## src/rtl/fb_pkg.sv

```systemverilog
// rtl/fb_pkg.sv - shared 640x480 frame-buffer geometry, address helper and writer states
package fb_pkg;
  localparam int H_ACTIVE = 640;
  localparam int V_ACTIVE = 480;
  localparam int ADDR_W   = 19;
  localparam int PIX_W    = 12;
  localparam int ROW_W    = 9;
  localparam int COL_W    = 10;

  typedef enum logic [1:0] {
    IDLE     = 2'd0,
    WAIT_SOF = 2'd1,
    CAPTURE  = 2'd2,
    FLUSH    = 2'd3
  } wr_state_t;

  // 640*row + col built as (row<<9) + (row<<7) + col, no multiplier
  function automatic logic [ADDR_W-1:0] pix_addr(input logic [ROW_W-1:0] row,
                                                 input logic [COL_W-1:0] col);
    logic [ADDR_W-1:0] r;
    r = ADDR_W'(row);
    return (r << 9) + (r << 7) + ADDR_W'(col);
  endfunction
endpackage

```

## src/rtl/sync_fifo.sv

```systemverilog
// rtl/sync_fifo.sv - single-clock FIFO with registered occupancy, full and empty
module sync_fifo #(
  parameter int WIDTH = 8,
  parameter int DEPTH = 4
) (
  input  logic             clk,
  input  logic             rst_n,
  input  logic             push,
  input  logic [WIDTH-1:0] push_data,
  input  logic             pop,
  output logic [WIDTH-1:0] head,
  output logic             full,
  output logic             empty
);
  localparam int AW = (DEPTH > 1) ? $clog2(DEPTH) : 1;

  logic [WIDTH-1:0] mem [DEPTH];
  logic [AW-1:0]    wr_ptr;
  logic [AW-1:0]    rd_ptr;
  logic [AW:0]      count;
  logic             do_push;
  logic             do_pop;

  assign full    = (count == (AW+1)'(DEPTH));
  assign empty   = (count == '0);
  assign do_push = push && !full;
  assign do_pop  = pop && !empty;
  assign head    = mem[rd_ptr];

  always_ff @(posedge clk or negedge rst_n) begin
    if (!rst_n) begin
      wr_ptr <= '0;
      rd_ptr <= '0;
      count  <= '0;
    end else begin
      if (do_push) wr_ptr <= wr_ptr + 1'b1;
      if (do_pop)  rd_ptr <= rd_ptr + 1'b1;
      case ({do_push, do_pop})
        2'b10:   count <= count + 1'b1;
        2'b01:   count <= count - 1'b1;
        default: count <= count;
      endcase
    end
  end

  // Storage needs no reset: pointers define what is valid
  always_ff @(posedge clk) begin
    if (do_push) mem[wr_ptr] <= push_data;
  end
endmodule

```

## src/rtl/fb_pixel_writer.sv

```systemverilog
// rtl/fb_pixel_writer.sv - captures an RGB pixel stream into the row-major frame buffer
module fb_pixel_writer #(
  parameter int V_ACTIVE   = fb_pkg::V_ACTIVE,
  parameter int FIFO_DEPTH = 4
) (
  input  logic                      CLK100MHZ,
  input  logic                      rst,
  input  logic                      arm,
  input  logic                      continuous,
  input  logic                      s_valid,
  output logic                      s_ready,
  input  logic [fb_pkg::PIX_W-1:0]  s_data,
  input  logic                      s_sof,
  input  logic                      s_eol,
  output logic                      wr_en,
  output logic [fb_pkg::ADDR_W-1:0] waddr,
  output logic [fb_pkg::PIX_W-1:0]  wdata,
  input  logic                      wr_ready,
  output logic                      busy,
  output logic                      frame_done,
  output logic                      err_short,
  output logic                      err_long,
  output logic                      err_frame,
  input  logic                      clr_err
);
  import fb_pkg::*;

  localparam int                ENTRY_W  = ADDR_W + PIX_W;
  localparam logic [COL_W-1:0]  COL_END  = COL_W'(H_ACTIVE);
  localparam logic [COL_W-1:0]  LAST_COL = COL_W'(H_ACTIVE - 1);
  localparam logic [ROW_W-1:0]  LAST_ROW = ROW_W'(V_ACTIVE - 1);

  wr_state_t          state;
  wr_state_t          state_nxt;
  logic [ROW_W-1:0]   row;
  logic [ROW_W-1:0]   row_nxt;
  logic [COL_W-1:0]   col;
  logic [COL_W-1:0]   col_nxt;
  logic [ROW_W-1:0]   cur_row;
  logic [COL_W-1:0]   cur_col;
  logic               accept;
  logic               restart;
  logic               push;
  logic [ENTRY_W-1:0] push_data;
  logic [ENTRY_W-1:0] fifo_head;
  logic               fifo_full;
  logic               fifo_empty;
  logic               set_short;
  logic               set_long;
  logic               set_frame;
  logic               done_nxt;

  assign accept    = s_valid && s_ready;
  assign busy      = (state != IDLE);
  assign push_data = {pix_addr(cur_row, cur_col), s_data};

  always_comb begin
    state_nxt = state;
    row_nxt   = row;
    col_nxt   = col;
    s_ready   = 1'b0;
    restart   = 1'b0;
    push      = 1'b0;
    set_short = 1'b0;
    set_long  = 1'b0;
    set_frame = 1'b0;
    done_nxt  = 1'b0;
    cur_row   = row;
    cur_col   = col;

    unique case (state)
      IDLE: begin
        s_ready = 1'b1;
        if (arm || continuous) state_nxt = WAIT_SOF;
      end
      WAIT_SOF: begin
        s_ready = 1'b1;
        restart = accept && s_sof;
      end
      CAPTURE: begin
        s_ready   = !fifo_full;
        restart   = accept && s_sof;
        set_frame = restart;
      end
      FLUSH: begin
        if (fifo_empty) begin
          done_nxt  = 1'b1;
          state_nxt = continuous ? WAIT_SOF : IDLE;
        end
      end
    endcase

    // A start-of-frame beat always lands at pixel (0,0), whatever came before
    if (restart) begin
      cur_row = '0;
      cur_col = '0;
    end

    if (accept && (restart || state == CAPTURE)) begin
      state_nxt = CAPTURE;
      push      = (cur_col < COL_END);
      set_long  = !push;
      if (s_eol) begin
        set_short = (cur_col < LAST_COL);
        col_nxt   = '0;
        if (cur_row == LAST_ROW) begin
          row_nxt   = '0;
          state_nxt = FLUSH;
        end else begin
          row_nxt = cur_row + 1'b1;
        end
      end else begin
        row_nxt = cur_row;
        col_nxt = push ? cur_col + 1'b1 : cur_col;
      end
    end

    s_ready = s_ready && rst;
  end

  always_ff @(posedge CLK100MHZ or negedge rst) begin
    if (!rst) state <= IDLE;
    else      state <= state_nxt;
  end

  always_ff @(posedge CLK100MHZ or negedge rst) begin
    if (!rst) begin
      row        <= '0;
      col        <= '0;
      frame_done <= 1'b0;
      err_short  <= 1'b0;
      err_long   <= 1'b0;
      err_frame  <= 1'b0;
    end else begin
      row        <= row_nxt;
      col        <= col_nxt;
      frame_done <= done_nxt;
      err_short  <= (err_short && !clr_err) || set_short;
      err_long   <= (err_long  && !clr_err) || set_long;
      err_frame  <= (err_frame && !clr_err) || set_frame;
    end
  end

  sync_fifo #(
    .WIDTH (ENTRY_W),
    .DEPTH (FIFO_DEPTH)
  ) u_fifo (
    .clk       (CLK100MHZ),
    .rst_n     (rst),
    .push      (push),
    .push_data (push_data),
    .pop       (wr_ready),
    .head      (fifo_head),
    .full      (fifo_full),
    .empty     (fifo_empty)
  );

  assign wr_en          = !fifo_empty;
  assign {waddr, wdata} = fifo_empty ? '0 : fifo_head;
endmodule

```

## config.mk

```make
export PLATFORM = sky130hd
export DESIGN_NAME = fb_pixel_writer
export DESIGN_NICKNAME = d
export VERILOG_FILES = /design/src/rtl/fb_pkg.sv /design/src/rtl/sync_fifo.sv /design/src/rtl/fb_pixel_writer.sv
export SDC_FILE = /design/constraint.sdc
export NUM_CORES = 1
export LEC_CHECK = 0
export CAP_MARGIN = 30
export CORE_MARGIN = 2
export CORE_UTILIZATION = 40
export CTS_CLUSTER_DIAMETER = 80
export CTS_CLUSTER_SIZE = 28
export DETAILED_ROUTE_END_ITERATION = 10
export PLACE_DENSITY = 0.62
export SYNTH_ARGS = -nofsm -noshare
export SYNTH_HDL_FRONTEND = slang
export SYNTH_SLANG_ARGS = --single-unit
```

## constraint.sdc

```tcl
create_clock -name CLK100MHZ -period 5.7 [get_ports CLK100MHZ]
set_input_delay 1.14 -clock CLK100MHZ [delete_from_list [all_inputs] [get_ports CLK100MHZ]]
set_output_delay 1.14 -clock CLK100MHZ [all_outputs]
set_load 0.05 [all_outputs]
```

# == Word-level counts from Yosys, hierarchy flattened ==
# Memory sizes are Yosys's and may differ from the RTL's.
# Cells that the tools add are included.
# W data, S select, Z words.
# classes
n_addsub,8
multipliers,0
div,0
magnitude_cmp,2
eq_ne,9
n_shift,0
n_mux,26
n_bitwise,0
reduce_logical,26
# ops
cell,count
$mux W31,1
$mux W10,3
$mux W9,3
$lt A10 B10 Y1 const B,2
$add A18 B16 Y19,1
$add A19 B10 Y19,1
$mux W1,13
$add A10 B1 Y10 const B,1
$add A9 B1 Y9 const B,1
$eq A9 B9 Y1 const B,1
$logic_and A1 B1 Y1,9
$eq A2 B2 Y1 const B,3
$mux W2,3
$ne A3 B3 Y1 const B,2
$pmux W3 S2,1
$logic_or A1 B1 Y1,5
$add A2 B1 Y2 const B,2
$eq A2 B1 Y1 const B,2
$logic_not A1 Y1,4
$pmux W2 S2,1
$reduce_bool A2 Y1,2
$reduce_or A2 Y1,2
$add A3 B1 Y3 const B,1
$eq A3 B3 Y1 const B,1
6 further kinds,6
# word_totals
regBits,32
latch_bits,0
ram_bits,124
rom_bits,0
n_memories,1
# memory_table
memory,words,word_bits,read_ports,rd_ports_with_merged_regs,wr,line_no,rtl
u_fifo.mem,4,31,1,0,1,sync_fifo.sv:17,logic [WIDTH-1:0] mem [DEPTH];

# == Logic depth before layout (Yosys ltp) ==
# logic_depth
word_depth,13
mapped_depth,17

# == By module ==
# A second synthesis with hierarchy kept.
# unflattened
hier_cells,504
area_unflattened_um2,7453.4
# modules_own_cells
mod,n_inst,cells_each,area_per_inst_um2
sync_fifo,1,199,4941.0
fb_pixel_writer,1,305,2512.4

# == Worst setup path after synthesis ==
# Ideal clock, no wire load.
# synth_timing
path_kind,input port to flip-flop
from,input port rst
to,"memory u_fifo.mem[0][30] in the netlist's numbering, data pin"
setup_ns,0.272
arrival_ns,3.943
required_time_ns,5.428
slack_ns,1.485
path_stages,15
path_cell_list,nand3b_1 -> o22ai_4 -> nand2_1 -> buf_2 -> buf_2 -> nand2_1 -> inv_1 -> ha_1 -> a31o_2 -> ha_1 -> nor2b_1 -> o31a_1 -> o31a_1 -> o221ai_1 -> a21oi_1
# synth_between
elab_chain_cells,7
word_cells_on_any_way,8
classes_between,2 x add/sub; 3 x mux; 3 x reduce/logical
# synth_rtl
element,line_no,rtl
start: declaration,fb_pixel_writer.sv:7,"input logic rst,"
$logic_and A1 B1 Y1 (*),fb_pixel_writer.sv:118,s_ready = s_ready && rst;
via s_ready,fb_pixel_writer.sv:11,"output logic s_ready,"
$logic_and A1 B1 Y1 (*),fb_pixel_writer.sv:53,assign accept = s_valid && s_ready;
$logic_and A1 B1 Y1 (*),"fb_pixel_writer.sv:78, fb_pixel_writer.sv:82",
$mux W1 (*),--,
$mux W9,fb_pixel_writer.sv:94,if (restart) begin
$add A18 B16 Y19,fb_pkg.sv:22,return (r << 9) + (r << 7) + ADDR_W'(col);
$add A19 B10 Y19 (*),fb_pkg.sv:22,
via push_data[30],fb_pixel_writer.sv:44,logic [ENTRY_W-1:0] push_data;
end: declaration,sync_fifo.sv:17,
# The timed path passes the listed nets; every way through them passes the cells marked *.

# == Worst setup path after layout ==
# layout_timing
from,input port rst
to,"memory u_fifo.mem[1][30] in the netlist's numbering, data pin"
# layout_between
elab_chain_cells,7
word_cells_on_any_way,8
classes_between,2 x add/sub; 3 x mux; 3 x reduce/logical
# layout_rtl
element,line_no
$logic_and A1 B1 Y1 (*),fb_pixel_writer.sv:118
$logic_and A1 B1 Y1 (*),fb_pixel_writer.sv:53
$logic_and A1 B1 Y1 (*),"fb_pixel_writer.sv:78, fb_pixel_writer.sv:82"
$mux W1 (*),--
$mux W9,fb_pixel_writer.sv:94
$add A18 B16 Y19,fb_pkg.sv:22
$add A19 B10 Y19 (*),fb_pkg.sv:22
via push_data[30],fb_pixel_writer.sv:44
# Marks and branches as above.

==> results by group <==
Route
  – Drt drc: 0
  – Via count: 4404
  – DRT Pass-1 Iters: 5
  – Post-DR vias/cell: 5.491
  – Wirelength per Cell: 17.65 um
  – Detailed Route WL: 14160 um
  – Final ANT Viol Nets: 0
  – Initial DRC count: between 300 and 400

Worst setup path
  – Worst R2R End: u_fifo.mem[1][30]$_DFFE_PP_
  – Crit path launch type: primary input
  – Crit path cell chain: clkdlybuf4s50_1, nand3b_1, o22ai_4, nand2_1, and2_1, ha_1, ha_1, inv_1, fa_1, nor2b_1, o31a_1, o31a_1, o221ai_1, a21oi_1
  – Delay-heaviest family, CP: compound AO/OA/AOI/OAI gates
  – R2r setup slk: 1.84 ns
  – Critical path's slowest cell: clkdlybuf4s50_1
  – Crit path arrival time: 4.82 ns
  – Setup CP Type: primary input to register
  – Crit path largest cell delay: 0.78 ns
  – Worst Path Buf+Inv: 2
  – Crit path required time: 5.91 ns
  – Crit. End Element: register
  – FF-to-FF Start: state[0]$_DFFE_PN0P_
  – Critical Path Fanout Max: 12
  – R2R cell count: 14

Place
  – Pre-CTS WS: 0.6460 ns
  – Placed instance area: 8139 sq um
  – Port Buffers: 58
  – Hpwl dp: 9031 um
  – Global placement routability congestion: 0.8394

Worst hold path
  – HP Class: register to register
  – Worst hold path depth: 1
  – Hold wc startpoint: u_fifo.count[2]$_DFFE_PN0P_
  – Worst hold endpoint: u_fifo.count[2]$_DFFE_PN0P_

Final layout
  – Syn-to-layout area delta: 18.55%
  – Layout net count: 612
  – Commonest non-fill, non-tap cell in the layout: edfxtp_1
  – Area of the multi-input gates: 2599 sq um
  – Most frequent cells in the layout: edfxtp_1, clkdlybuf4s50_1, and2_1, mux4_2, dfrtp_1
  – Diode count: 0
  – Share of post-route cells with drive strength above 1: 13.44%
  – Fin util: 48.21%
  – Final Cell Area: about 8700 sq um
  – Register area: 4527 sq um
  – Fillers: 1556

Run status
  – Status: completed

Synthesis
  – Share of Yosys cell area claimed by the top area cell type: 50.97%
  – Post-synth top area cell: edfxtp_1
  – Number of flops mapped to enable cells by yosys: 124
  – Ys async rst share: 20.51%
  – Mapped Cells: 498
  – Cell area after synthesis: 7306 sq um
  – Synthesized Nets: 549
  – Yosys warns: 0
  – Register bit total from synthesis: 156
  – Syn Area/Cell: 14.67 sq um
  – Top cells by area, synth: edfxtp_1, dfrtp_1, mux4_2, ha_1, and2_1
  – Synth cell types: 59
  – Sequential share of the synthesized area: between 60% and 70%
  – Top FF cell, synth: edfxtp_1

STA
  – Fmax: 216.9 MHz
  – Least-Margin Pin Slew: 0.8408 ns
  – Clock skew: 0.009791 ns
  – Minimum clock period: 4.611 ns
  – Fin crit share: 80.90%
  – Final setup fails: 0
  – Final Hold Viols: 0
  – TNS Setup: 0 ns
  – RSZ-0062 raised after global routing: no
  – Pins Over Slew Limit: 0
  – Worst slew margin: 43.95%
  – Final critical-path setup slack: 1.089 ns

Global route
  – Met2 Usage GRT: 24.45%
  – GRT busiest layer: met2
  – Gr ovfl total: 0
  – Vias in the first global route: 4426
  – Largest net degree at the start of global routing: 33
  – First-pass GRT wire length: 23460 um
  – Total track usage: 15.44%
  – Initial antenna violation count: 0
  – Met1 usage: between 20% and 30%
  – Met3 GRT Util: 4.523%

Clock tree
  – Post-CTS Setup Repair Bufs: 0
  – CTS HTree Levels: 4
  – Post-CTS Resized: 0
  – CTS tree: built
  – Clk Latency, worst-skew pair: 0.41 ns
  – CTS clk-pin slew, worst paths: 0.06 ns
  – Clock Root Buffer: clkbuf_16
  – CTS Buffer Depth: 2
  – Hold-fix buffers, CTS: 0
  – CTS buffer count: 17
  – Sink Count: 156

Power and ir drop
  – Power, Total: about 4400 uW
  – VDD IR max: about 340 uV
  – Pwr/cell area: 503.2 nW/um^2
  – Leak pwr: between 0.003 and 0.004 uW

Floorplanning
  – I/O pins: about 60
  – Chip height: roughly 140 um
  – Starting density of the core: between 40% and 50%
  – Cell Rows: 49
  – Core area: between 15000 and 20000 sq um
  – Die X-Extent: 139.1 um
  – Die area: 19360 sq um

Flow run
  – Max-Cap Viols: 0
-- registers in the layout (all words and copies together) (netlist names) --
name / flops
u_fifo.rd_ptr: 2
state: 2
frame_done: 1
err_frame: 1
u_fifo.count: 3
err_long: 1
col: 10
row: 9
u_fifo.mem: 124
err_short: 1
u_fifo.wr_ptr: 2
-- through the flow --
step	instances	hold WS, ns
6_report	802	0.4938
5_1_grt	802	0.5168
4_1_cts	802	0.4991
3_5_place_dp	771	0.4836
3_3_place_gp	771	0.4835
2_1_floorplan	498	0.4619
-- cell families (layout without fill, tap and decap cells) --
group / count (synthesis) / after routing / share of synthesized area, %
multiplexers: 35 / 35 / 10.12
flip-flops: 156 / 156 / 61.93
buffers and inverters: 45 / 120 / 2.500
AND/OR/NAND/NOR: 144 / 144 / 11.42
XOR/XNOR: 14 / 14 / 1.678
adder cells (fa/ha/maj): 30 / 30 / 5.343
AO/OA/AOI/OAI: 74 / 74 / 7.005
-- synthesized netlist by cell type (3+ instances only) --
cell type,n
or4_1,3
nand3_1,5
and3_1,6
a21oi_1,15
and2_1,52
mux4_2,31
xnor2_1,11
inv_1,22
nand4_1,8
ha_1,28
edfxtp_1,124
or3_1,3
o22ai_1,4
dfrtp_1,32
nor2_1,25
nor3_1,7
mux2i_1,3
a32o_1,3
o21ai_0,18
a31oi_1,6
nand2_1,16
a211oi_1,5
buf_2,5
xor2_1,3
and4_1,4
nor2b_1,3
o21a_1,4
clkbuf_1,15
-- worst max-delay path by stage --
stage	slack, ns	startpoint	to	cells past startpoint
floorplan	1.48	rst	u_fifo.mem[0][30]$_DFFE_PP_	15
finish	1.09	rst	u_fifo.mem[1][30]$_DFFE_PP_	14
global route	0.67	rst	u_fifo.mem[1][30]$_DFFE_PP_	14
detailed placement	0.65	rst	u_fifo.mem[0][30]$_DFFE_PP_	14
CTS	1.06	rst	u_fifo.mem[1][30]$_DFFE_PP_	14
global placement	0.78	rst	u_fifo.mem[0][30]$_DFFE_PP_	14
-- power by group --
| group | total [uW] | internal (uW) | switching (uW) |
|---|---|---|---|
| registers | 1560 | 1390 | 171 |
| clock network | 993 | 557 | 436 |
| logic | 1800 | 728 | 1080 |
| total | 4360 | 2680 | 1680 |
-- metal layers --
| layer | vias up | wire length (um) | part of all wire, % |
|---|---|---|---|
| met2 | 109 | 6798 | 48 |
| met5 | - | 0 | 0 |
| li1 | 2035 | - | - |
| met4 | 0 | 111 | 0.78 |
| met1 | 2248 | 6643 | 47 |
| met3 | 12 | 603 | 4.3 |
-- area by class of cell --
type	instances	area share, %
well taps	229	3.308
repair buffers	66	7.397
clock inverters	12	1.026
inverters	23	0.9968
multi-input cells	297	30.01
flip-flops and latches	156	52.27
clock buffers	19	4.999
(Power assumes the default switching activity.)
